[src/rtl/sw_input_port_pkg.sv]
// Shared CPU-side types and constants for the switch input port.
// The enter-key debounce FSM state lives here so software models and RTL agree.
package sw_input_port_pkg;

  typedef enum logic [1:0] {
    IDLE       = 2'd0,
    DB_PRESS   = 2'd1,
    HELD       = 2'd2,
    DB_RELEASE = 2'd3
  } sw_state_t;

  localparam int SW_W   = 9;
  localparam int KEY_IX = 8;

endpackage

[src/rtl/sw_input_port_if.sv]
// Board-switch and CPU read bus for the switch input port.
// master drives switches/read strobe; dut owns the registered data/status.
interface sw_input_port_if #(
  parameter int n = 8
);
  logic [8:0]   sw;
  logic         rd;
  logic [n-1:0] data;
  logic         valid;
  logic         overrun;

  modport master (
    output sw,
    output rd,
    input  data,
    input  valid,
    input  overrun
  );

  modport dut (
    input  sw,
    input  rd,
    output data,
    output valid,
    output overrun
  );
endinterface

[src/rtl/sw_input_port_sync2.sv]
// Two-flop synchronizer for asynchronous board inputs.
// Latency 2 cycles; no backpressure, samples every clock.
module sync2 #(
  parameter int WIDTH = 9
) (
  input  logic             clk,
  input  logic             n_reset,
  input  logic [WIDTH-1:0] d,
  output logic [WIDTH-1:0] q
);
  logic [WIDTH-1:0] meta;

  always_ff @(posedge clk or negedge n_reset) begin
    if (!n_reset) begin
      meta <= '0;
      q    <= '0;
    end else begin
      meta <= d;
      q    <= meta;
    end
  end
endmodule

[src/rtl/sw_input_port.sv]
// Debounced switch capture port: enter key latches sw[7:0] for the CPU to read.
// Latency DEBOUNCE_CYCLES+2 edges from press to valid; no backpressure, unread captures flag overrun.
module sw_input_port
  import sw_input_port_pkg::*;
#(
  parameter int n               = 8,
  parameter int DEBOUNCE_CYCLES = 16
) (
  input  logic          clk,
  input  logic          n_reset,
  sw_input_port_if.dut  bus
);
  localparam int CNT_W = $clog2(DEBOUNCE_CYCLES + 1);
  localparam logic [CNT_W-1:0] LAST = CNT_W'(DEBOUNCE_CYCLES - 1);

  logic [SW_W-1:0]  sync_sw;
  logic             key;
  sw_state_t        state;
  logic [CNT_W-1:0] cnt;
  logic [CNT_W-1:0] cnt_inc;
  logic             cnt_done;
  logic             capture;
  logic [n-1:0]     data_q;
  logic             valid_q;
  logic             ovr_q;

  sync2 #(.WIDTH(SW_W)) u_sync (
    .clk     (clk),
    .n_reset (n_reset),
    .d       (bus.sw),
    .q       (sync_sw)
  );

  assign key = sync_sw[KEY_IX];

  // Counter holds at LAST so a long stable level can never wrap it.
  assign cnt_inc  = (cnt >= LAST) ? cnt : cnt + 1'b1;
  assign cnt_done = (cnt_inc >= LAST);
  assign capture  = (state == DB_PRESS) && key && cnt_done;

  always_ff @(posedge clk or negedge n_reset) begin
    if (!n_reset) begin
      state <= IDLE;
      cnt   <= '0;
    end else begin
      case (state)
        IDLE: begin
          cnt <= '0;
          if (key) state <= DB_PRESS;
        end
        DB_PRESS: begin
          if (!key) begin
            state <= IDLE;
            cnt   <= '0;
          end else if (cnt_done) begin
            state <= HELD;
            cnt   <= '0;
          end else begin
            cnt <= cnt_inc;
          end
        end
        HELD: begin
          cnt <= '0;
          if (!key) state <= DB_RELEASE;
        end
        DB_RELEASE: begin
          if (key) begin
            state <= HELD;
            cnt   <= '0;
          end else if (cnt_done) begin
            state <= IDLE;
            cnt   <= '0;
          end else begin
            cnt <= cnt_inc;
          end
        end
        default: begin
          state <= IDLE;
          cnt   <= '0;
        end
      endcase
    end
  end

  // A read on the capture edge frees the slot, so the new value is taken, not flagged.
  always_ff @(posedge clk or negedge n_reset) begin
    if (!n_reset) begin
      data_q  <= '0;
      valid_q <= 1'b0;
      ovr_q   <= 1'b0;
    end else if (capture) begin
      if (!valid_q || bus.rd) begin
        data_q  <= n'(sync_sw[7:0]);
        valid_q <= 1'b1;
        if (bus.rd) ovr_q <= 1'b0;
      end else begin
        ovr_q <= 1'b1;
      end
    end else if (bus.rd && valid_q) begin
      valid_q <= 1'b0;
      ovr_q   <= 1'b0;
    end
  end

  assign bus.data    = data_q;
  assign bus.valid   = valid_q;
  assign bus.overrun = ovr_q;
endmodule

[src/flat_wrapper.sv]
// flat-port wrapper written by rule: the top's interface ports become plain ports
module sw_input_port_flat import sw_input_port_pkg::*;
#(
  parameter int n               = 8,
  parameter int DEBOUNCE_CYCLES = 16
)
  (clk, n_reset, bus_sw, bus_rd, bus_data, bus_valid, bus_overrun);
  sw_input_port_if #(.n(n)) bus_i ();
  input  logic clk;
  input  logic n_reset;
  input wire logic [$bits(bus_i.sw)-1:0] bus_sw;
  input wire logic [$bits(bus_i.rd)-1:0] bus_rd;
  output wire logic [$bits(bus_i.data)-1:0] bus_data;
  output wire logic [$bits(bus_i.valid)-1:0] bus_valid;
  output wire logic [$bits(bus_i.overrun)-1:0] bus_overrun;
  assign bus_i.sw = bus_sw;
  assign bus_i.rd = bus_rd;
  assign bus_data = bus_i.data;
  assign bus_valid = bus_i.valid;
  assign bus_overrun = bus_i.overrun;
  sw_input_port #(.n(n), .DEBOUNCE_CYCLES(DEBOUNCE_CYCLES)) u_core (.clk(clk), .n_reset(n_reset), .bus(bus_i));
endmodule
[config.mk]
export PLATFORM = sky130hd
export DESIGN_NAME = sw_input_port_flat
export DESIGN_NICKNAME = d
export VERILOG_FILES = /design/src/rtl/sw_input_port_pkg.sv /design/src/rtl/sw_input_port_if.sv /design/src/rtl/sw_input_port_sync2.sv /design/src/rtl/sw_input_port.sv /design/src/flat_wrapper.sv
export SDC_FILE = /design/constraint.sdc
export NUM_CORES = 1
export LEC_CHECK = 0
export CAP_MARGIN = 20
export CELL_PAD_IN_SITES_DETAIL_PLACEMENT = 0
export CELL_PAD_IN_SITES_GLOBAL_PLACEMENT = 1
export CORE_MARGIN = 4
export CORE_UTILIZATION = 37
export DETAILED_ROUTE_END_ITERATION = 7
export PLACE_DENSITY_LB_ADDON = 0.12
export SLEW_MARGIN = 25
export SYNTH_ARGS = -nofsm -noshare
export SYNTH_HDL_FRONTEND = slang
export SYNTH_SLANG_ARGS = --single-unit
[constraint.sdc]
create_clock -name clk -period 2.7 [get_ports clk]
set_clock_uncertainty 0.2 [all_clocks]
set_input_delay 0.54 -clock clk [delete_from_list [all_inputs] [get_ports clk]]
set_output_delay 0.54 -clock clk [all_outputs]
set_load 0.02 [all_outputs]
==> run_results.csv, run 1 <==
group,metric,value,unit
critical_path,cp-start-kind,"flip-flop",
clocking,cts_tree,"done",
flow_run,maxCapViolCount,0,
finish,fillers,330,
logic_synthesis,synth_ff_type,"dfrtp_1",
drt,wirelength,1.926,mm
place,gp_congestion,0.7688,
logic_synthesis,yosys-top-cells-area,"dfrtp_1, mux2_2, nor4b_4",
global_routing,gr-total-overflow,0,
drt,route.vias.total,784,
timing,fmax,0.3926,GHz
global_routing,grt_pass1_vias,819,
pwr,p_total,1419,uW
timing,fin_crit_sh,0.9433,
drt,avgRoutedWirePerCell,11.33,um
pwr,p_leak,0.0007204,uW
timing,rsz0062_at_grt,"no",
critical_path,arrival,2560,ps
drt,drt_iter0_markers,21,
floorplan,die_area,0.004484,mm^2
drt,antenna_left,0,
floorplan,initial_core_util,0.3855,
finish,areaGrowthSynthToFinish,30.93,%
finish,antennaDiodeCount,0,
hold_path,hp-class,"flip-flop to flip-flop",
logic_synthesis,synth_cell_types,26,
clocking,clkTransAtPathRegs,90,ps
critical_path,cp_cell_sequence,"ha_1 > and3_2 > ha_2 > a32oi_2 > nand2_2 > nor4b_4 > buf_6 > mux2_2",
logic_synthesis,netlist_area,0.001286,mm^2
floorplan,dieHeight,66.96,um
finish,nNetsFinal,137,
critical_path,crit_type,"flip-flop to flip-flop",
clocking,clkLatencyLatePin,330,ps
timing,hold_viol_final,0,
critical_path,critPathRequiredTime,2710,ps
critical_path,crit_path_end_kind,"flip-flop",
clocking,cts-root-buf,"clkbuf_4",
clocking,cts.htree.levels,2,
critical_path,cpPeakStageDelay,430,ps
timing,period_minus_slack,2547,ps
critical_path,crit_slowest_cell,"dfrtp_1",
timing,final.setup.tns,0,ps
place,io_buffers,21,
global_routing,grt_usage,0.1121,
logic_synthesis,synth.avg_cell_area,14.45,um^2
drt,first_pass_iters,4,
logic_synthesis,syn_inst,89,
global_routing,grt_max_degree,36,
pwr,pwr_density_cell,842.5,mW/mm^2
critical_path,crit_path_max_fanout,8,
logic_synthesis,yosysSeqAreaShare,0.6809,
timing,final_max_slew_viol_count,0,
floorplan,die_w,66.96,um
logic_synthesis,synth_top_area_share,0.6809,
logic_synthesis,postSynthNetCount,103,
place,dp_hpwl,1.371,mm
clocking,ctsHoldBuffers,0,
clocking,cts_sinks,35,
logic_synthesis,ys_warn_count,0,
drt,drc,0,
logic_synthesis,synthArstFlopShare,1.000,
clocking,cts_buffer_depth,2,
timing,setup_violations,0,
floorplan,core,0.003337,mm^2
clocking,cts_buffers,5,
floorplan,io_pins,22,
logic_synthesis,ys_ff_latch,35,
pwr,ir_worst_vdd,0.0003620,V
global_routing,grt_pass1_wl,3.539,mm
status,status,"finished, final reports clean",
logic_synthesis,synth_edf_count,0,
finish,drive_above_1_share,0.2500,
drt,routed_via_density,4.612,
floorplan,rows,21,
global_routing,antenna_found_initial,0,
logic_synthesis,yosysTopAreaCell,"dfrtp_1",
## layer usage
| layer | track usage | vias to the layer above | share of wire |
|---|---|---|---|
| met1 | 0.1243 | 382 | 0.44 |
| li1 | - | 380 | - |
| met5 | 0 | - | 0 |
| met3 | 0.05565 | 5 | 0.051 |
| met2 | 0.1708 | 17 | 0.49 |
| met4 | 0.06835 | 0 | 0.022 |
## flip-flops by register name (all words and copies together) (netlist names), named ones only
register	flops
u_core.bus.data	8
u_core.u_sync.q	9
u_core.u_sync.meta	9
u_core.bus.overrun	1
u_core.cnt	5
u_core.state	1
u_core.bus.valid	1
## metrics by stage
step                        util  worst slack, ps  hold WS, ps  cell area (um^2)  instances
final                     0.5047            153.0        155.9              1684        170
after global routing      0.5047            42.06        164.5              1684        170
after CTS                 0.5006            64.26        157.9              1670        170
after detailed placement  0.4799            78.83        136.3              1602        162
after global placement    0.4799            125.1        132.8              1602        162
after floorplan                -            1.656        44.41              1289         89
## placed cells by master, fill, tap and decap left out, drive strengths merged
cell type / netlist / layout
a21boi: 1 / 1
a21oi: 3 / 3
a31oi: 2 / 2
a32oi: 1 / 1
a41oi: 1 / 1
and3: 1 / 1
buf: 0 / 6
clkbuf: 0 / 8
clkdlybuf4s50: 0 / 21
conb: 1 / 1
dfrtp: 35 / 35
ha: 2 / 2
inv: 4 / 4
mux2: 9 / 9
nand2: 6 / 6
nand2b: 1 / 1
nand3: 1 / 1
nand3b: 2 / 2
nand4: 2 / 2
nor2: 7 / 7
nor3b: 1 / 1
nor4: 1 / 1
nor4b: 2 / 2
o211ai: 1 / 1
o221ai: 1 / 1
o311ai: 1 / 1
or3: 1 / 1
xor2: 2 / 2
## worst max-delay path, delay by kind of cell (launching register included)
kind / cells / cell delay (ps)
mux: 1 / 330
fa+ha+maj: 2 / 500
simple gates: 3 / 610
buf+inv: 1 / 170
compound gates: 1 / 180
flops: 1 / 430
## power by group
group	leakage (uW)	total, uW	switching [uW]	internal [uW]
logic	0.000261	424	190	234
registers	0.000421	682	56.2	625
clock network	0.0000386	313	160	153
## layout make-up
cell class | instances | area [um^2] | share of cell area
sequential | 35 | 875.8 | 0.5201
timing repair buffer | 27 | 259.0 | 0.1538
clock buffer | 8 | 68.82 | 0.04086
multi-input combinational | 50 | 407.9 | 0.2422
inverter | 4 | 15.01 | 0.008915
tap | 46 | 57.56 | 0.03418
## cells in the mapped netlist (2+ instances only)
library cell   n
a21oi_1        3
a31oi_1        2
dfrtp_1       35
ha_1           2
inv_1          3
mux2_2         9
nand2_1        6
nand3b_1       2
nand4_1        2
nor2_1         7
nor4b_4        2
xor2_1         2
## kinds of logic (layout without fill, tap and decap cells)
family,count (synthesis),in the layout,share of synthesized area
buffers and inverters,4,39,0.01167
xor gates and xnor gates,2,2,0.01362
adders and majority gates,2,2,0.01945
AOI/OAI and AO/OA,11,11,0.06032
other,1,1,0.002915
DFF,35,35,0.6809
and+or+nand+nor,25,25,0.1323
muxes,9,9,0.07880
## worst paths after layout
check / startpoint / endpoint / slack (ps) / cells after the start
max: u_core.cnt[1]$_DFF_PN0_ / u_core.bus.data[6]$_DFFE_PN0P_ / 150 / 8
min: u_core.u_sync.meta[7]$_DFF_PN0_ / u_core.u_sync.q[7]$_DFF_PN0_ / 160 / 0
max reg2reg: u_core.cnt[1]$_DFF_PN0_ / u_core.bus.data[6]$_DFFE_PN0P_ / 150 / 8
min reg2reg: u_core.u_sync.meta[7]$_DFF_PN0_ / u_core.u_sync.q[7]$_DFF_PN0_ / 160 / 0
max in group asynchronous: n_reset / u_core.bus.data[7]$_DFFE_PN0P_ / 1590 / 2
min in group asynchronous: n_reset / async pin / 400 / 2
## timing repair
item / in CTS / in global routing
hold endpoints to repair: 0 / 0
endpoints found under the setup margin: 0 / 9
setup buffers: 0 / 0
resized for setup: 0 / 3
Power figures use the tool's default switching activity.
==> inputs of run 2 (changes only) <==
- clock period: 2.7 -> 2.3 ns (I/O delays scaled with it)
==> run 2 against run 1 <==
The flow now finishes with violations (negative setup slack). Global-route usage is 1.3 points higher. Core utilization is 4.7 points higher. Routed wire length is 15% higher. Flip-flop and latch count stayed put. Critical path type unchanged. Critical endpoint is now u_core.bus.data[7]$_DFFE_PN0P_.
==> run_results.csv, run 2 (same netlist as run 1, synthesis figures left out) <==
group,metric,value,unit
critical_path,critPathRequiredTime,2320,ps
critical_path,cp-start-kind,"flip-flop",
pwr,pwr_density_cell,1049,mW/mm^2
timing,setup_violations,8,
critical_path,worst_r2r_path_depth,8,
global_routing,gr-total-overflow,0,
floorplan,io_pins,22,
drt,route.vias.total,832,
critical_path,crit_type,"flip-flop to flip-flop",
place,pre_cts_ws,-76.39,ps
floorplan,dieHeight,66.96,um
finish,final_cell_mix,"dfrtp_1, clkdlybuf4s50_1, buf_4",
global_routing,antenna_found_initial,0,
critical_path,startpoint,"u_core.cnt[1]$_DFF_PN0_",
clocking,cts_sinks,35,
drt,avgRoutedWirePerCell,12.66,um
critical_path,critPathCapture,"u_core.bus.data[7]$_DFFE_PN0P_",
timing,fin_crit_sh,1.034,
critical_path,ff2ff_setup_slack,-80,ps
finish,fillers,298,
finish,antennaDiodeCount,0,
timing,period_minus_slack,2378,ps
clocking,cts-root-buf,"clkbuf_4",
finish,nNetsFinal,142,
critical_path,crit_path_end_kind,"flip-flop",
drt,first_pass_iters,4,
place,gp_congestion,0.6891,
global_routing,grt_pass1_vias,938,
place,dp_hpwl,1.595,mm
clocking,cts_buffers,5,
clocking,clkLatencyLatePin,340,ps
critical_path,reg2reg_from,"u_core.cnt[1]$_DFF_PN0_",
timing,hold_viol_final,0,
pwr,p_leak,0.0007876,uW
drt,routed_via_density,4.754,
clocking,cts_setup_buffers,0,
clocking,cts.htree.levels,2,
critical_path,rr_endpoint,"u_core.bus.data[7]$_DFFE_PN0P_",
finish,layout_commonest_cell,"dfrtp_1",
floorplan,core,0.003337,mm^2
status,violations,"negative setup slack",
finish,areaGrowthSynthToFinish,43.09,%
global_routing,grt_pass1_wl,4.119,mm
timing,layout_setup_ws,-78.26,ps
finish,drive_above_1_share,0.3101,
clocking,cts_tree,"done",
drt,drt_iter0_markers,22,
drt,wirelength,2.215,mm
timing,final_max_slew_viol_count,0,
pwr,p_total,1931,uW
status,status,"finished with violations",
floorplan,die_area,0.004484,mm^2
floorplan,rows,21,
drt,antenna_left,0,
global_routing,grt_usage,0.1248,
clocking,ctsHoldBuffers,0,
flow_run,maxCapViolCount,0,
floorplan,die_w,66.96,um
timing,fmax,0.4205,GHz
critical_path,arrival,2400,ps
critical_path,crit_path_max_fanout,8,
pwr,ir_worst_vdd,0.0006469,V
hold_path,hp-class,"flip-flop to flip-flop",
global_routing,grt_max_degree,36,
clocking,cts_buffer_depth,2,
floorplan,initial_core_util,0.3855,
timing,rsz0062_at_grt,"yes",
clocking,clkTransAtPathRegs,120,ps
place,io_buffers,21,
drt,drc,0,
-- run 2: metrics by stage --
stage                     std cells  area [um^2]    util  hold slack [ps]  setup TNS [ps]
after floorplan                  89         1358       -           -35.59           -2173
after global placement          167         1720  0.5156            132.6          -420.5
after detailed placement        167         1720  0.5156            134.7          -559.1
after CTS                       175         1836  0.5501            160.4          -772.1
after global routing            175         1841  0.5516            161.7           -1497
final                           175         1841  0.5516            155.9          -536.1
-- run 2: repair_timing --
action	CTS	global route
pin swaps	0	5
endpoints found under the hold margin	0	0
gates resized for setup	2	2
endpoints found under the setup margin	10	14
-- run 2: worst min-delay path by stage --
| stage | cells after the start | from | slack, ps | to |
|---|---|---|---|---|
| 6_report | 0 | u_core.u_sync.meta[0]$_DFF_PN0_ | 160 | u_core.u_sync.q[0]$_DFF_PN0_ |
| 5_1_grt | 0 | u_core.u_sync.meta[7]$_DFF_PN0_ | 160 | u_core.u_sync.q[7]$_DFF_PN0_ |
| 4_1_cts | 0 | u_core.u_sync.meta[7]$_DFF_PN0_ | 160 | u_core.u_sync.q[7]$_DFF_PN0_ |
| 3_5_place_dp | 0 | u_core.u_sync.meta[7]$_DFF_PN0_ | 130 | u_core.u_sync.q[7]$_DFF_PN0_ |
| 3_3_place_gp | 0 | u_core.u_sync.meta[7]$_DFF_PN0_ | 130 | u_core.u_sync.q[7]$_DFF_PN0_ |
| 2_1_floorplan | 0 | n_reset | -40 | async pin |
-- run 2: critical path, cell delays in order (launching register included) --
cell and delay (ps):
dfrtp_1 430, ha_4 170, and3_4 180, ha_4 210, a32oi_1 180, nand2_2 110
nor4b_4 310, buf_12 180, mux2_4 290
-- run 2: cell type report --
cell class                 instances  area (um^2)  area share
timing repair buffer              32        305.3      0.1659
multi-input combinational         50        480.5      0.2610
sequential                        35        877.1      0.4765
inverter                           4        15.01    0.008158
clock inverter                     3        67.56     0.03671
tap                               46        57.56     0.03127
clock buffer                       5        37.54     0.02039
-- run 2: power by group --
group | internal [uW] | switching, uW
clock network | 338 | 205
registers | 735 | 76.4
logic | 335 | 241
total | 1410 | 522
-- run 2: metal layers --
metal | part of all wire | vias up | track usage
met5 | 0 | - | 0
met4 | 0.012 | 0 | 0.06076
met3 | 0.057 | 4 | 0.03879
met2 | 0.50 | 25 | 0.2116
met1 | 0.43 | 412 | 0.1412
li1 | - | 391 | -
==> inputs of run 3 (changes only) <==
- CORE_UTILIZATION: 37 -> 24
==> run 3 against run 2 <==
Flip-flop and latch count stayed put. Non-clock buffer count is 1 higher. First-iteration DRC count rose by 86%. The run still ends with negative setup slack left. Power increased by 1.1%. Cell area grew 3.1%. Die area rose by 47%. Clock-buffer cell count increased by 1. Largest power group unchanged. Critical path depth unchanged. Routed wire length rose by 3.2%. Critical path type unchanged.
==> run_results.csv, run 3 (same netlist as run 1, synthesis figures left out) <==
group,metric,value,unit
timing,layout_setup_ws,-62.13,ps
global_routing,grt_pass1_vias,869,
timing,rsz0062_at_grt,"yes",
drt,wirelength,2.285,mm
clocking,cts_buffer_depth,2,
global_routing,grt_usage,0.08300,
flow_run,maxCapViolCount,0,
drt,drt_iter0_markers,41,
global_routing,antenna_found_initial,0,
critical_path,arrival,2330,ps
floorplan,die_area,0.006594,mm^2
drt,routed_via_density,4.115,
floorplan,io_pins,22,
place,gp_congestion,0.8108,
timing,hold_viol_final,0,
critical_path,critPathRequiredTime,2270,ps
pwr,ir_worst_vdd,0.0004656,V
timing,fmax,0.4233,GHz
clocking,clkLatencyLatePin,280,ps
pwr,pwr_density_cell,1028,mW/mm^2
finish,antennaDiodeCount,0,
floorplan,die_w,81.21,um
place,io_buffers,21,
finish,final_cell_mix,"dfrtp_1, clkdlybuf4s50_1, buf_4",
clocking,ctsHoldBuffers,0,
finish,drive_above_1_share,0.3231,
clocking,cts_tree,"done",
clocking,cts.htree.levels,2,
floorplan,dieHeight,81.21,um
floorplan,initial_core_util,0.2502,
clocking,cts_sinks,35,
drt,route.vias.total,823,
timing,fin_crit_sh,1.027,
global_routing,grt_pass1_wl,4.064,mm
place,dp_hpwl,1.533,mm
floorplan,core,0.005140,mm^2
status,violations,"negative setup slack",
finish,fillers,530,
global_routing,grt_max_degree,36,
drt,avgRoutedWirePerCell,11.43,um
finish,layout_commonest_cell,"dfrtp_1",
clocking,cts-root-buf,"clkbuf_8",
global_routing,gr-total-overflow,0,
finish,areaGrowthSynthToFinish,47.57,%
finish,final_util,0.3693,
hold_path,hp-class,"flip-flop to flip-flop",
clocking,clkTransAtPathRegs,70,ps
status,status,"finished with violations",
floorplan,rows,26,
drt,antenna_left,0,
pwr,p_leak,0.0008032,uW
critical_path,crit_type,"flip-flop to flip-flop",
pwr,p_total,1952,uW
critical_path,cp-start-kind,"flip-flop",
timing,final_max_slew_viol_count,0,
timing,final.setup.tns,-400.2,ps
timing,period_minus_slack,2362,ps
finish,nNetsFinal,143,
critical_path,crit_path_max_fanout,8,
timing,setup_violations,8,
clocking,cts_buffers,5,
critical_path,crit_path_end_kind,"flip-flop",
drt,drc,0,
drt,first_pass_iters,4,
[run 3: cell count changes in the layout (fill, tap and decap cells not counted)]
cell | before | now
bufinv_16 | 2 | 1
clkinvlp_4 | 1 | 0
clkinv_2 | 0 | 1
a32oi_1 | 1 | 0
clkbuf_4 | 5 | 0
a32oi_2 | 0 | 1
clkbuf_8 | 0 | 6
buf_4 | 10 | 11
[run 3: report_power, final]
| group | internal [uW] | leakage [uW] | switching (uW) |
|---|---|---|---|
| combinational | 336 | 0.000323 | 240 |
| sequential | 736 | 0.000419 | 73.5 |
| clock | 350 | 0.0000612 | 216 |
[run 3: what timing repair did]
| action | in CTS | in global routing |
|---|---|---|
| pin swaps | 3 | 2 |
| resized for setup | 5 | 0 |
| endpoints found under the setup margin | 10 | 14 |
| setup buffers | 1 | 0 |
[run 3: critical path, cell delays in order (launching register included)]
cell     delay (ps)
dfrtp_2         420
ha_4            160
and3_4          180
ha_4            180
nor4b_4         250
nor4_4          100
nor4b_4         270
buf_12          180
mux2_4          300
[run 3: path summary, 6_finish.rpt]
check                                                start                              end  slack (ps)  depth (start not counted)
max in group asynchronous                          n_reset          u_core.cnt[0]$_DFF_PN0_        1190                          2
min                        u_core.u_sync.meta[2]$_DFF_PN0_     u_core.u_sync.q[2]$_DFF_PN0_         150                          0
min reg2reg                u_core.u_sync.meta[2]$_DFF_PN0_     u_core.u_sync.q[2]$_DFF_PN0_         150                          0
max reg2reg                        u_core.cnt[0]$_DFF_PN0_   u_core.bus.data[5]$_DFFE_PN0P_         -60                          8
min in group asynchronous                          n_reset  u_core.u_sync.meta[5]$_DFF_PN0_         390                          2
max                                u_core.cnt[0]$_DFF_PN0_   u_core.bus.data[5]$_DFFE_PN0P_         -60                          8
[run 3: stage by stage]
step	worst slack, ps	instances	area, um^2	hold WS (ps)
after floorplan	-271.6	89	1358	-35.59
after global placement	-60.67	191	1750	133.1
after detailed placement	-63.48	191	1750	134.7
after CTS	-96.43	200	1898	148.7
final	-62.13	200	1898	147.4
after global routing	-134.6	200	1898	157.8
[run 3: metal layers]
metal / track usage / vias to the layer above / share of wire
met5: 0 / - / 0
met3: 0.02550 / 7 / 0.054
met2: 0.1232 / 23 / 0.46
met1: 0.1031 / 399 / 0.45
li1: - / 394 / -
met4: 0.05574 / 0 / 0.028
[run 3: cell type report]
cell class                 count  area [um^2]  area share
timing repair buffer          33        312.8      0.1648
multi-input combinational     50        488.0      0.2571
clock buffer                   6        82.58     0.04351
inverter                       4        15.01    0.007910
clock inverter                 2        35.03     0.01846
sequential                    35        877.1      0.4621
tap                           70        87.58     0.04614
